===== src/rtl/alu_pipe.sv =====
// alu_pipe: registered WIDTH-bit ALU with valid/ready handshake and sticky overflow.
// Define ALU_MUL_EN to compile in the iterative shift-add multiplier (opcode 1000).
module alu_pipe #(
   parameter int WIDTH = 8
) (
   input  logic             clk,
   input  logic             rst,
   input  logic             in_valid,
   output logic             in_ready,
   input  logic [WIDTH-1:0] A,
   input  logic [WIDTH-1:0] B,
   input  logic [3:0]       opcode,
   output logic             out_valid,
   input  logic             out_ready,
   output logic [WIDTH-1:0] result,
   output logic             carry,
   output logic             zero,
   output logic             overflow,
   output logic             negative,
   output logic             sticky_ovf,
   input  logic             clr_sticky
);

   localparam logic [3:0] OP_ADD = 4'b0000;
   localparam logic [3:0] OP_SUB = 4'b0001;
   localparam logic [3:0] OP_AND = 4'b0010;
   localparam logic [3:0] OP_OR  = 4'b0011;
   localparam logic [3:0] OP_XOR = 4'b0100;
   localparam logic [3:0] OP_NOT = 4'b0101;
   localparam logic [3:0] OP_SHL = 4'b0110;
   localparam logic [3:0] OP_SHR = 4'b0111;
   localparam logic [3:0] OP_SRA = 4'b1001;
   localparam logic [3:0] OP_ROL = 4'b1010;
   localparam logic [3:0] OP_ROR = 4'b1011;

   logic [WIDTH:0]   sum;
   logic [WIDTH:0]   diff;
   logic [WIDTH-1:0] alu_res;
   logic             alu_c;
   logic             alu_v;

   logic             slot_free;
   logic             load_alu;
   logic             ld;
   logic [WIDTH-1:0] ld_res;
   logic             ld_c;
   logic             ld_v;

   assign slot_free = !out_valid || out_ready;

   // Single-cycle operations; MUL and reserved codes fall to the default.
   always_comb begin
      sum     = {1'b0, A} + {1'b0, B};
      diff    = {1'b0, A} - {1'b0, B};
      alu_res = '0;
      alu_c   = 1'b0;
      alu_v   = 1'b0;
      unique case (opcode)
         OP_ADD: begin
            alu_res = sum[WIDTH-1:0];
            alu_c   = sum[WIDTH];
            alu_v   = (A[WIDTH-1] == B[WIDTH-1]) &&
                      (sum[WIDTH-1] != A[WIDTH-1]);
         end
         OP_SUB: begin
            alu_res = diff[WIDTH-1:0];
            alu_c   = diff[WIDTH];
            alu_v   = (A[WIDTH-1] != B[WIDTH-1]) &&
                      (diff[WIDTH-1] != A[WIDTH-1]);
         end
         OP_AND: alu_res = A & B;
         OP_OR:  alu_res = A | B;
         OP_XOR: alu_res = A ^ B;
         OP_NOT: alu_res = ~A;
         OP_SHL: begin
            alu_res = {A[WIDTH-2:0], 1'b0};
            alu_c   = A[WIDTH-1];
         end
         OP_SHR: begin
            alu_res = {1'b0, A[WIDTH-1:1]};
            alu_c   = A[0];
         end
         OP_SRA: begin
            alu_res = {A[WIDTH-1], A[WIDTH-1:1]};
            alu_c   = A[0];
         end
         OP_ROL: begin
            alu_res = {A[WIDTH-2:0], A[WIDTH-1]};
            alu_c   = A[WIDTH-1];
         end
         OP_ROR: begin
            alu_res = {A[0], A[WIDTH-1:1]};
            alu_c   = A[0];
         end
         default: begin
            alu_res = '0;
            alu_c   = 1'b0;
            alu_v   = 1'b0;
         end
      endcase
   end

`ifdef ALU_MUL_EN
   localparam logic [3:0] OP_MUL = 4'b1000;
   localparam int         CNT_W  = $clog2(WIDTH + 1);

   typedef enum logic {
      IDLE,
      MUL_RUN
   } state_t;

   state_t             state;
   state_t             state_nxt;
   logic [CNT_W-1:0]   count;
   logic [2*WIDTH-1:0] mcand;
   logic [WIDTH-1:0]   mplier;
   logic [2*WIDTH-1:0] acc;
   logic               start_mul;
   logic               mul_step;
   logic               load_mul;

   always_ff @(posedge clk or posedge rst) begin
      if (rst) state <= IDLE;
      else     state <= state_nxt;
   end

   always_comb begin
      state_nxt = state;
      in_ready  = 1'b0;
      load_alu  = 1'b0;
      start_mul = 1'b0;
      mul_step  = 1'b0;
      load_mul  = 1'b0;
      unique case (state)
         IDLE: begin
            in_ready = slot_free;
            if (in_valid && slot_free) begin
               if (opcode == OP_MUL) begin
                  start_mul = 1'b1;
                  state_nxt = MUL_RUN;
               end else begin
                  load_alu = 1'b1;
               end
            end
         end
         MUL_RUN: begin
            if (count != '0) begin
               mul_step = 1'b1;
            end else if (slot_free) begin
               load_mul  = 1'b1;
               state_nxt = IDLE;
            end
         end
         default: state_nxt = IDLE;
      endcase
   end

   // One multiplier bit per cycle, LSB first, into a double-width accumulator.
   always_ff @(posedge clk or posedge rst) begin
      if (rst) begin
         count  <= '0;
         mcand  <= '0;
         mplier <= '0;
         acc    <= '0;
      end else if (start_mul) begin
         count  <= CNT_W'(WIDTH);
         mcand  <= {{WIDTH{1'b0}}, A};
         mplier <= B;
         acc    <= '0;
      end else if (mul_step) begin
         if (mplier[0]) acc <= acc + mcand;
         mcand  <= mcand << 1;
         mplier <= mplier >> 1;
         count  <= count - 1'b1;
      end
   end

   assign ld     = load_alu | load_mul;
   assign ld_res = load_mul ? acc[WIDTH-1:0] : alu_res;
   assign ld_c   = load_mul ? |acc[2*WIDTH-1:WIDTH] : alu_c;
   assign ld_v   = load_mul ? |acc[2*WIDTH-1:WIDTH] : alu_v;
`else
   always_comb begin
      in_ready = slot_free;
      load_alu = in_valid && slot_free;
   end

   assign ld     = load_alu;
   assign ld_res = alu_res;
   assign ld_c   = alu_c;
   assign ld_v   = alu_v;
`endif

   // zero is registered rather than decoded so that it reads 0 out of reset.
   always_ff @(posedge clk or posedge rst) begin
      if (rst) begin
         out_valid  <= 1'b0;
         result     <= '0;
         carry      <= 1'b0;
         zero       <= 1'b0;
         overflow   <= 1'b0;
         negative   <= 1'b0;
         sticky_ovf <= 1'b0;
      end else begin
         if (ld) begin
            out_valid <= 1'b1;
            result    <= ld_res;
            carry     <= ld_c;
            overflow  <= ld_v;
            zero      <= (ld_res == '0);
            negative  <= ld_res[WIDTH-1];
         end else if (out_ready) begin
            out_valid <= 1'b0;
         end
         if (ld && ld_v)      sticky_ovf <= 1'b1;
         else if (clr_sticky) sticky_ovf <= 1'b0;
      end
   end

endmodule

===== config.mk =====
export PLATFORM = sky130hd
export DESIGN_NAME = alu_pipe
export DESIGN_NICKNAME = d
export VERILOG_FILES = /design/src/rtl/alu_pipe.sv
export SDC_FILE = /design/constraint.sdc
export NUM_CORES = 1
export LEC_CHECK = 0
export BUFFER_PORTS_ARGS = -buffer_cell sky130_fd_sc_hd__buf_2
export CAP_MARGIN = 30
export CORE_MARGIN = 1.5
export CORE_UTILIZATION = 36
export DETAILED_ROUTE_END_ITERATION = 7
export GPL_TIMING_DRIVEN = 0
export PLACE_DENSITY = 0.6
export SYNTH_ARGS = -nofsm -noshare
export SYNTH_HDL_FRONTEND = slang
export SYNTH_SLANG_ARGS = --single-unit
export TNS_END_PERCENT = 100

===== constraint.sdc =====
create_clock -name clk -period 1.2 [get_ports clk]
set_input_delay 0 -clock clk [delete_from_list [all_inputs] [get_ports clk]]
set_output_delay 0 -clock clk [all_outputs]
set_load 0.02 [all_outputs]

# Word level (Yosys, flattened, before mapping)
# Index checks and enable logic that the tools add are counted.
[op_classes]
mux = 7
addsub = 2
bitwise = 4
eq_ne = 14
reduce_logical = 12
[ops]
columns = ["cell", "count"]
rows = [
  ["one-hot mux 8 bit (11 select lines)", 1],
  ["== test 4 x 3 -> 1 bit, second input constant", 4],
  ["== test 4 bit, second input constant", 3],
  ["adder 8 x 8 -> 9 bit", 1],
  ["subtractor 8 x 8 -> 9 bit", 1],
  ["AND 8 bit", 1],
  ["== test 4 x 2 -> 1 bit, second input constant", 2],
  ["zero test 8 bit", 1],
  ["inverter 8 bit", 1],
  ["bitwise OR 8 bit", 1],
  ["XOR 8 bit", 1],
  ["== test 4 x 1 -> 1 bit, second input constant", 1],
  ["logical AND 1 bit", 4],
  ["zero test 4 bit", 1],
  ["2-to-1 mux 1 bit", 4],
  ["one-hot mux 1 bit (4 select lines)", 1],
  ["nonzero test 2 bit", 2],
  ["inequality test 1 bit", 3],
  ["OR reduction 3 bit", 1],
  ["one-hot mux 1 bit (2 select lines)", 1],
  ["OR reduction 2 bit", 1],
  ["== test 1 bit", 1],
  ["zero test 1 bit", 1],
  ["logical OR 1 bit", 1],
]
[word_totals]
wordCells = 46
register_bits = 14
out_inout_bits = 15
inputBits = 25

# Logic depth before layout (Yosys ltp)
# Gate-level depths: netlist of the first run.
[depth]
ltp_word = 6
depth_mapped = 9
depth_no_buf = 9

# Worst setup path before layout of the first run
# Ideal clock, no wire load.
[synth_path]
kind = "in2reg"
startpoint = "input B[6]"
endpoint = "register zero"
arrival_time_ns = 1.786
cell_stages = 9
required_ns = 1.097
setup_ns = 0.103
path_slack_ns = -0.689
path_buffers = 1
path_cell_list = "inv_1 > ha_1 > clkbuf_1 > inv_2 > a211oi_1 > a211oi_2 > mux2i_1 > or3_1 > o41ai_2"
[synth_between]
elab_chain_cells = 3
word_cells_on_any_way = 7
cone_classes = "add/sub (2); mux (1); bitwise (3); reduce/logical (1)"
[synth_rtl]
columns = ["item", "line_no", "text"]
rows = [
  ["start, declared", "11", "input logic [WIDTH-1:0] B,"],
  ["subtractor 8 x 8 -> 9 bit, or another cell as far along", "54", "diff = {1'b0, A} - {1'b0, B};"],
  ["one-hot mux 8 bit (11 select lines) *", "58", "unique case (opcode)"],
  ["zero test 8 bit *", "210", "zero <= (ld_res == '0);"],
  ["end signal, assigned", "210", ""],
  ["end, declared", "17", "output logic zero,"],
]
# Every way passes the cells marked *; elsewhere a longest branch is shown, timed or not.
# A chain may end at the register's enable or synchronous reset.

# Final worst setup path of the first run
[layout_path]
startpoint = "input A[0]"
endpoint = "register carry"
[layout_between]
elab_chain_cells = 2
word_cells_on_any_way = 3
cone_classes = "add/sub (2); mux (1)"
[layout_rtl]
columns = ["item", "line_no", "text"]
rows = [
  ["start, declared", "10", "input logic [WIDTH-1:0] A,"],
  ["subtractor 8 x 8 -> 9 bit / adder 8 x 8 -> 9 bit (equally long branches)", "54, 53", ""],
  ["one-hot mux 1 bit (4 select lines) *", "58", ""],
  ["end signal, assigned", "208", "carry <= ld_c;"],
  ["end, declared", "16", "output logic carry,"],
]
# Marks and branches as above.

==> out/metrics.csv, run 1 <==
metric,value,unit
run status,"finished, violations left",
failing checks,setup timing,
post-DP HPWL,4800,µm
routing usage on met3,0.686,%
WL final,6790,µm
initial antenna violation count,0,
# H-tree levels,1,
ys flop type,dfrtp_1,
crit-path max FO,3,
Die Wd,79.8,µm
CP Data Arrival Time,1860,ps
worst-skew pair later-pin latency,240,ps
met1 usage,27.6,%
Hold WC Path Type,in -> reg,
Syn Area/Cell,8.24,µm²
die height,79.8,µm
RSZ-0062 raised after global routing,yes,
total number of vias,2289,
most frequent cells in the layout,"buf_4, buf_2, nand2_1",
Crit-path slowest cell,fa_2,
Total Routing Usage GR,21.1,%
"Cell Area, Synth",2130,µm²
setup TNS,-3610,ps
number of buffers and inverters on the critical path,2,
Post-synth EDFFs,0,
Max-Cap Viols,0,
Worst-path clk slew,50,ps
sequential cell area fraction in the yosys report,15.3,%
Worst Max-Slew Pin Slew,801,ps
Area Growth Syn to Fin,58.6,%
clock sink count,13,
"Req. time, crit path",1320,ps
port buffer count,38,
TritonCTS Buffers,3,
CTS root buffer,clkbuf_8,
Initial Utilization,37.9,%
# rows,27,
post-synth net total,309,
vias in the first global route,2222,
global-route wire length before repair,10700,µm
post-route ant nets,0,
Post-Layout Cell Count,407,
ANT cells,0,
CTS tree,built,
final setup margin,-541,ps
post-synth top area cell,dfrtp_1,
Fillers,496,
Syn. warnings,0,
post-synthesis cell type count,70,
endpoints failing setup,10,
Die ar.,6380,µm²
"most common cell after layout, fill and taps aside",buf_4,
busiest grt layer,met2,
Core Region,5610,µm²
"Slew Viols, Final",0,
placer congestion estimate,0.907,
crit-path cells,"buf_12, ha_4, fa_2, a21oi_4, buf_6, o221ai_4, a21oi_2, o21bai_1, a221o_1, a22o_1",
Cell Pwr Density,723,nW/µm²
top area cells in the synthesized netlist,"dfrtp_1, ha_1, inv_1, nand2_1, a21oi_1",
Hold Fails Final Rpt,0,
Avg Vias per Cell,5.62,
First-pass DRT Iterations,4,
CTS Buffer Depth,2,
Final period util,145,%
M2 GR Usage,36.7,%
1st-iter DRT viols,188,
top cell type's share of synthesized area,15.3,%
Clock Skews,1.54,ps
Achievable Freq,574,MHz
synthesized instance count,258,
async set-reset flop share out of synthesis,100,%
critical setup path kind,in -> reg,
gr ovfl total,0,
Layout Nets,387,
slew margin rel.,46.2,%
cell class contributing the biggest share of worst-path delay,compound AO/OA/AOI/OAI gates,
Boundary Pins,40,
crit end category,flip-flop,
Worst path max stage delay,360,ps
crit path time final,1740,ps
layout cells sized above 1,51.9,%
Routed wire per std cell,16.7,µm
# DRC,0,
Lkg Pwr,0.00145,µW
pin count of the biggest net entering global routing,14,
crit path launch type,input pin,
dpl cells,368,
#FFs+latches synth,13,
Hold WS,60.9,ps
Peak VDD IR,0.657,mV
synthesized netlist by cell type (3+ instances only):
master / number
inv_1: 26
o221a_2: 3
buf_2: 4
o21ai_0: 12
nor3_1: 5
nor2_1: 12
dfrtp_1: 13
a21oi_1: 14
a2bb2oi_1: 3
ha_1: 24
a22o_1: 3
a221oi_1: 3
nand3_1: 5
nor4_1: 4
mux2i_1: 5
o21bai_1: 4
o22ai_1: 5
a32oi_1: 3
clkbuf_1: 5
buf_6: 4
nor2b_1: 3
mux2_2: 3
nand2_1: 23
nand2b_1: 5
state kept, by name, indices dropped and copies added, names as in the netlist:
register	count
sticky_ovf	1
overflow	1
zero	1
carry	1
result	8
out_valid	1
power by group:
group	switching [µW]	internal (µW)	total [µW]
Clock	148	234	382
Sequential	31.9	502	534
Combinational	790	732	1520
Total	969	1470	2440
per-stage QoR:
step                      util, %  area (µm²)  setup WS (ps)  total power (µW)
after global placement       46.6        2610          -1130              1640
after floorplan                 -        2330           -530              1340
after detailed placement     46.6        2610          -1210              1650
after CTS                    57.1        3200           -508              2340
final                        60.1        3370           -541              2440
after global routing         60.1        3370           -596              2590
cells by family (layout without fill, tap and decap cells):
kind of cell	count (synthesis)	in the layout	share of synthesized area, %
simple gates	83	83	22.6
flops	13	13	15.3
mux	10	10	5.53
buf+inv	44	121	10.8
xor+xnor	4	4	1.65
fa+ha+maj	26	26	16.0
compound gates	78	78	28.1
worst reg2reg max path, delay by kind of cell (launching register included):
kind | cells | cell delay, ps
AO/OA/AOI/OAI | 1 | 210
flip-flops | 1 | 380
AND/OR/NAND/NOR | 4 | 710
repair_timing:
| action | in CTS | in global routing |
|---|---|---|
| cloned | 0 | 0 |
| endpoints found under the hold margin | 15 | 0 |
| setup buffers | 27 | 10 |
| pin swaps | 37 | 21 |
| setup endpoints to repair | 12 | 12 |
| hold buffers | 3 | 0 |
| gates resized for setup | 80 | 23 |
per-layer routing:
metal / wire [µm] / part of all wire (%) / vias to the layer above
li1: - / - / 1100
met1: 2970 / 44 / 1086
met2: 3310 / 49 / 91
met3: 351 / 5.2 / 12
met4: 167 / 2.5 / 0
met5: 0 / 0 / -
cell type report:
type                            instances  area [µm²]  area share, %
Sequential cell                        13         325           9.65
Tap cell                               72        90.1           2.67
Clock buffer                            4        45.0           1.34
Inverter                               27         163           4.82
Timing Repair Buffer                   76         641           19.0
Buffer                                 14         119           3.53
Multi-Input combinational cell        201        1990           59.0
path summary, 6_finish.rpt:
| check | end | startpoint | slack, ps | depth (start not counted) |
|---|---|---|---|---|
| worst max-delay path | carry | A[0] | -540 | 10 |
| worst min-delay path | out_valid | out_ready | 60 | 3 |
| worst max register to register | zero | out_valid | -200 | 5 |
| worst min register to register | result[3] | result[3] | 470 | 2 |
| max in group asynchronous | result[1] | rst | 530 | 3 |
| min in group asynchronous | overflow | rst | 340 | 3 |
No activity file was read; power rests on OpenSTA's default activity.
==> run 2: changes to the inputs <==
--- a/config.mk
+++ b/config.mk
@@ -5,7 +5,7 @@
 export SDC_FILE = /design/constraint.sdc
 export NUM_CORES = 1
 export LEC_CHECK = 0
-export BUFFER_PORTS_ARGS = -buffer_cell sky130_fd_sc_hd__buf_2
+export BUFFER_PORTS_ARGS = -buffer_cell sky130_fd_sc_hd__clkbuf_2
 export CAP_MARGIN = 30
 export CORE_MARGIN = 1.5
 export CORE_UTILIZATION = 36
==> out/metrics.csv, run 2 (synthesis results as in run 1) <==
metric,value,unit,change
number of buffers and inverters on the critical path,5,,was 2
endpoints failing setup,10,,unchanged
placer congestion estimate,0.908,,was 0.907
crit-path cells,"clkbuf_16, inv_8, ha_4, buf_12, nor3_4, buf_6, buf_6, o41ai_4, o31ai_1, a31oi_1, o21ai_4, mux2_4",,"was buf_12, ha_4, fa_2, a21oi_4, buf_6, o221ai_4, a21oi_2, o21bai_1, a221o_1, a22o_1"
ANT cells,0,,unchanged
# rows,27,,unchanged
Final period util,147,%,was 145%
register-to-register setup slack,-190,ps,was -200 ps
Worst path max stage delay,360,ps,about the same
RSZ-0062 raised after global routing,yes,,unchanged
TritonCTS Buffers,3,,unchanged
final setup margin,-559,ps,was -541 ps
vias in the first global route,2109,,was 2222
Boundary Pins,40,,unchanged
Hold Crit Start,out_ready,,unchanged
worst-skew pair later-pin latency,240,ps,about the same
Area Growth Syn to Fin,53.4,%,was 58.6%
CTS tree,built,,unchanged
Layout Nets,380,,was 387
Routed wire per std cell,16.5,µm,was 16.7 µm
FF-to-FF path depth,5,,unchanged
"most common cell after layout, fill and taps aside",clkbuf_2,,was buf_4
FF-to-FF Start,out_valid,,unchanged
Crit-path slowest cell,o41ai_4,,was fa_2
setup TNS,-4210,ps,was -3610 ps
post-DP HPWL,4790,µm,was 4800 µm
Hold Crit Depth,3,,unchanged
CP Launch Point,A[2],,was A[0]
pre-CTS setup slack,-1250,ps,was -1210 ps
Top reg by flops,result,,unchanged
cell class contributing the biggest share of worst-path delay,compound AO/OA/AOI/OAI gates,,unchanged
# DRC,0,,unchanged
crit-path max FO,5,,was 3
Avg Vias per Cell,5.61,,was 5.62
pin count of the biggest net entering global routing,14,,unchanged
crit path time final,1760,ps,was 1740 ps
crit-path most repeated cell,buf_6,,
"Req. time, crit path",1320,ps,about the same
port buffer count,38,,unchanged
Peak VDD IR,0.675,mV,was 0.657 mV
WL final,6600,µm,was 6790 µm
Worst Max-Slew Pin Slew,915,ps,was 801 ps
Max-Cap Viols,0,,unchanged
Clock Skews,2.94,ps,was 1.54 ps
Lkg Pwr,0.00141,µW,was 0.00145 µW
gr ovfl total,0,,unchanged
clock sink count,13,,unchanged
slew margin rel.,38.5,%,was 46.2%
Post-DP Area,2610,µm²,unchanged
crit end category,flip-flop,,unchanged
global-route wire length before repair,10400,µm,was 10700 µm
die height,79.8,µm,unchanged
Hold WC Path Type,in -> reg,,unchanged
1st-iter DRT viols,208,,was 188
critical setup path kind,in -> reg,,unchanged
Die ar.,6380,µm²,unchanged
Hold Fails Final Rpt,0,,unchanged
Worst-path clk slew,50,ps,about the same
layout cells sized above 1,49.7,%,was 51.9%
Cell Pwr Density,730,nW/µm²,was 723 nW/µm²
Post-Layout Inst Area,3260,µm²,was 3370 µm²
max reg flops,8,,unchanged
Die Wd,79.8,µm,unchanged
crit path launch type,input pin,,unchanged
# H-tree levels,1,,unchanged
initial antenna violation count,0,,unchanged
Total Routing Usage GR,20.5,%,was 21.1%
CTS Buffer Depth,2,,unchanged
total number of vias,2243,,was 2289
run status,"finished, violations left",,unchanged
Initial Utilization,37.9,%,unchanged
Levels on crit path,12,,was 10
"Slew Viols, Final",0,,unchanged
Hold WS,66.3,ps,was 60.9 ps
failing checks,setup timing,,unchanged
First-pass DRT Iterations,4,,unchanged
most frequent cells in the layout,"clkbuf_2, buf_4, nand2_1",,"was buf_4, buf_2, nand2_1"
CTS root buffer,clkbuf_8,,unchanged
Core Region,5610,µm²,unchanged
Achievable Freq,568,MHz,was 574 MHz
CP Data Arrival Time,1880,ps,was 1860 ps
post-route ant nets,0,,unchanged
run 2: cell types whose count changed in the layout (fill, tap and decap cells not counted), moves of 2 or more:
cell / before / now
buf_8: 7 / 3
clkbuf_16: 0 / 2
inv_4: 4 / 2
a221oi_2: 3 / 1
clkbuf_4: 1 / 3
inv_1: 13 / 16
clkbuf_8: 4 / 7
buf_6: 12 / 8
clkbuf_2: 2 / 29
buf_4: 31 / 25
buf_2: 29 / 5
buf_12: 4 / 1
run 2: timing repair:
action / CTS / global route
pin swaps: 29 / 18
gates resized for setup: 56 / 28
hold buffers: 3 / 0
endpoints found under the setup margin: 12 / 12
endpoints found under the hold margin: 15 / 0
setup buffers: 15 / 12
run 2: final timing paths:
path                             endpoint
max in group asynchronous       result[4]
worst max register to register       zero
worst min-delay path            out_valid
min in group asynchronous       out_valid
worst max-delay path            result[5]
worst min register to register  result[2]
run 2: layout make-up:
cell class	count	area [µm²]
plain buffers	15	139
clock buffers	4	45.0
fillers	501	2350
inverters	27	149
multi-input cells	201	1980
flip-flops and latches	13	325
well taps	72	90.1
repair buffers	68	532
run 2: power breakdown:
| group | leakage [µW] | internal (µW) | switching (µW) |
|---|---|---|---|
| sequential | 0.000165 | 502 | 35.6 |
| combinational | 0.00123 | 690 | 773 |
| clock | 0.0000228 | 234 | 145 |
run 2: per-stage QoR:
stage | power (µW) | utilization [%] | instances
2_1_floorplan | 1340 | - | 258
3_3_place_gp | 1640 | 46.6 | 368
3_5_place_dp | 1650 | 46.6 | 368
4_1_cts | 2260 | 54.6 | 388
5_1_grt | 2530 | 58.2 | 400
6_report | 2380 | 58.2 | 400
run 2: layer usage:
metal	GRT usage, %	part of all wire, %	vias up
li1	-	-	1089
met1	28.3	45	1042
met2	34.2	47	97
met3	1.49	5.8	15
met4	6.03	2.7	0
met5	0	0	-
run 2: worst reg2reg max path, stage by stage (launching register included):
cell and delay (ps):
dfrtp_1 380, nand2b_2 100, and2_2 270, and3_1 210, nand4_1 130, o41ai_2 210
==> run 3: changes to the inputs <==
--- a/config.mk
+++ b/config.mk
@@ -5,6 +5,7 @@
 export SDC_FILE = /design/constraint.sdc
 export NUM_CORES = 1
 export LEC_CHECK = 0
+export ABC_AREA = 1
 export BUFFER_PORTS_ARGS = -buffer_cell sky130_fd_sc_hd__clkbuf_2
 export CAP_MARGIN = 30
 export CORE_MARGIN = 1.5
==> out/metrics.csv, run 3 <==
metric,value,unit,change
run status,"finished, violations left",,unchanged
failing checks,setup timing,,unchanged
Hold Fails Final Rpt,0,,unchanged
dpl cells,451,,was 368
# rows,26,,was 27
"Slew Viols, Final",0,,unchanged
Hold WS,52.7,ps,was 66.3 ps
layout cells sized above 1,31.7,%,was 49.7%
Design Power,2050,µW,was 2380 µW
Post-Layout Cell Count,464,,was 400
CTS root buffer,clkbuf_8,,unchanged
# H-tree levels,1,,unchanged
Syn Area/Cell,5.79,µm²,was 8.24 µm²
Core Region,5200,µm²,was 5610 µm²
ANT cells,0,,unchanged
Post-Layout Inst Area,2760,µm²,was 3260 µm²
ys flop type,dfrtp_1,,unchanged
# DRC,0,,unchanged
top area cells in the synthesized netlist,"nand2_1, dfrtp_1, ha_1, nand3_1, inv_1",,"was dfrtp_1, ha_1, inv_1, nand2_1, a21oi_1"
P_int,1190,µW,was 1430 µW
Hold Crit Depth,4,,was 3
Die Wd,77.3,µm,was 79.8 µm
Initial Utilization,38.1,%,was 37.9%
Hold Crit Endpoint,out_valid,,unchanged
First-pass DRT Iterations,4,,unchanged
switching portion of total power,42.3,%,was 40.1%
CTS Buffer Depth,2,,unchanged
Hold Crit Start,out_ready,,unchanged
Post-DP Area,2350,µm²,was 2610 µm²
Reg power frac,26.4,%,was 22.6%
Area Growth Syn to Fin,39.1,%,was 53.4%
most frequent cells in the layout,"nand2_1, nand3_1, inv_1",,"was clkbuf_2, buf_4, nand2_1"
CTS tree,built,,unchanged
gr ovfl total,0,,unchanged
TritonCTS Buffers,3,,unchanged
Routed wire per std cell,12.7,µm,was 16.5 µm
"top cells by count, synth","nand2_1, inv_1, nand3_1",,"was inv_1, ha_1, nand2_1"
async set-reset flop share out of synthesis,100,%,unchanged
Peak VDD IR,0.487,mV,was 0.675 mV
Final period util,121,%,was 147%
Achievable Freq,692,MHz,was 568 MHz
post-route ant nets,0,,unchanged
Clock Skews,2.43,ps,was 2.94 ps
RSZ-0062 raised after global routing,yes,,unchanged
vias in the first global route,2103,,was 2109
Avg Vias per Cell,4.95,,was 5.61
reg2reg end,zero,,unchanged
Worst Max-Slew Pin Slew,544,ps,was 915 ps
Die ar.,5970,µm²,was 6380 µm²
final setup margin,-246,ps,was -559 ps
Total Routing Usage GR,20.2,%,was 20.5%
placer congestion estimate,0.854,,was 0.908
sequential cell area fraction in the yosys report,16.4,%,was 15.3%
global-route wire length before repair,9710,µm,was 10400 µm
Cell Pwr Density,744,nW/µm²,was 730 nW/µm²
synthesized instance count,343,,was 258
max reg flops,8,,unchanged
"Cell Area, Synth",1990,µm²,was 2130 µm²
Max-Cap Viols,0,,unchanged
"Req. time, crit path",1380,ps,was 1320 ps
critical setup path kind,in -> reg,,unchanged
clock sink count,13,,unchanged
CP Data Arrival Time,1620,ps,was 1880 ps
Comb power frac,55.4,%,was 61.5%
Hold WC Path Type,in -> reg,,unchanged
pin count of the biggest net entering global routing,14,,unchanged
crit path launch type,input pin,,unchanged
"most common cell after layout, fill and taps aside",nand2_1,,was clkbuf_2
post-DP HPWL,4590,µm,was 4790 µm
initial antenna violation count,0,,unchanged
Clock power frac,18.2,%,was 15.9%
post-synth top area cell,nand2_1,,was dfrtp_1
WL final,5900,µm,was 6600 µm
total number of vias,2297,,was 2243
crit path time final,1450,ps,was 1760 ps
Lkg Pwr,0.00146,µW,was 0.00141 µW
most common cell in the netlist,nand2_1,,was inv_1
Post-synth EDFFs,0,,unchanged
1st-iter DRT viols,197,,was 208
worst-skew pair later-pin latency,240,ps,about the same
post-synth net total,394,,was 309
die height,77.3,µm,was 79.8 µm
Top reg by flops,result,,unchanged
P_sw,868,µW,was 954 µW
crit-path max FO,3,,was 5
FF-to-FF path depth,9,,was 5
Boundary Pins,40,,unchanged
endpoints failing setup,5,,was 10
slew margin rel.,63.7,%,was 38.5%
#FFs+latches synth,13,,unchanged
Worst-path clk slew,50,ps,about the same
Syn. warnings,0,,unchanged
top cell type's share of synthesized area,22.5,%,was 15.3%
port buffer count,38,,unchanged
Layout Nets,446,,was 380
post-synthesis cell type count,25,,was 70
register-to-register setup slack,-70,ps,was -190 ps
crit end category,flip-flop,,unchanged
FF-to-FF Start,out_valid,,unchanged
==> run 3: worst max-delay path, cell delays in order <==
cell and delay (ps):
clkbuf_16 130, inv_12 30, ha_4 150, fa_2 380
o21ai_4 170, nand3_1 90, nand3_1 80, nand3_1 90
nor2_2 170, nand2_1 80, nor2_2 110, nand3_1 70
nand2_1 60
==> run 3: cell type report <==
cell class	count	area, µm²
Multi-Input combinational cell	272	1710
Timing Repair Buffer	51	364
Inverter	51	211
Buffer	3	20.0
Clock buffer	4	45.0
Tap cell	70	87.6
Sequential cell	13	325
Fill cell	553	2440
==> run 3: repair_timing <==
action                     in CTS  in global routing
setup buffers                   8                  3
gates resized for setup        58                 19
pin swaps                      27                 20
hold endpoints to repair       14                  0
setup endpoints to repair      11                 11
hold buffers                    2                  0
==> run 3: cell families after synthesis <==
logic type / share of synthesized area, %
AND/OR/NAND/NOR: 47.3
buffers and inverters: 11.7
AO/OA/AOI/OAI: 6.99
adder cells (fa/ha/maj): 17.1
flip-flops: 16.4
XOR/XNOR: 0.441
==> run 3: worst max-delay path by stage <==
stage,start,end,slack [ps],cells after the start
after CTS,A[0],zero,-220,13
after global routing,A[0],zero,-350,13
after detailed placement,A[0],zero,-670,13
after global placement,A[0],zero,-640,13
after floorplan,A[0],zero,-150,12
final,A[0],zero,-250,13
==> run 3: metrics by stage <==
stage,TNS [ps],util (%),setup slack (ps)
detailed placement,-5100,45.2,-667
finish,-607,53.1,-246
CTS,-586,52.3,-219
global placement,-4900,45.2,-637
floorplan,-465,-,-146
global route,-1530,53.1,-346
==> run 3: power groups by stage <==
| stage | registers (µW) | clock network [µW] | logic [µW] |
|---|---|---|---|
| after CTS | 543 | 379 | 1100 |
| after global placement | 547 | 0 | 938 |
| after global routing | 552 | 403 | 1260 |
| final | 543 | 374 | 1140 |
| after floorplan | 635 | 0 | 575 |
| after detailed placement | 551 | 0 | 946 |
==> run 3: per-layer routing <==
metal  share of wire [%]  global-route usage [%]  vias to the layer above  wire, µm
met5                   0                       0                        -         0
met4                0.41                    3.27                        0        24
met1                  46                    27.2                     1030      2730
met2                  48                    36.3                       68      2860
met3                 4.8                   0.714                        4       285
li1                    -                       -                     1195         -
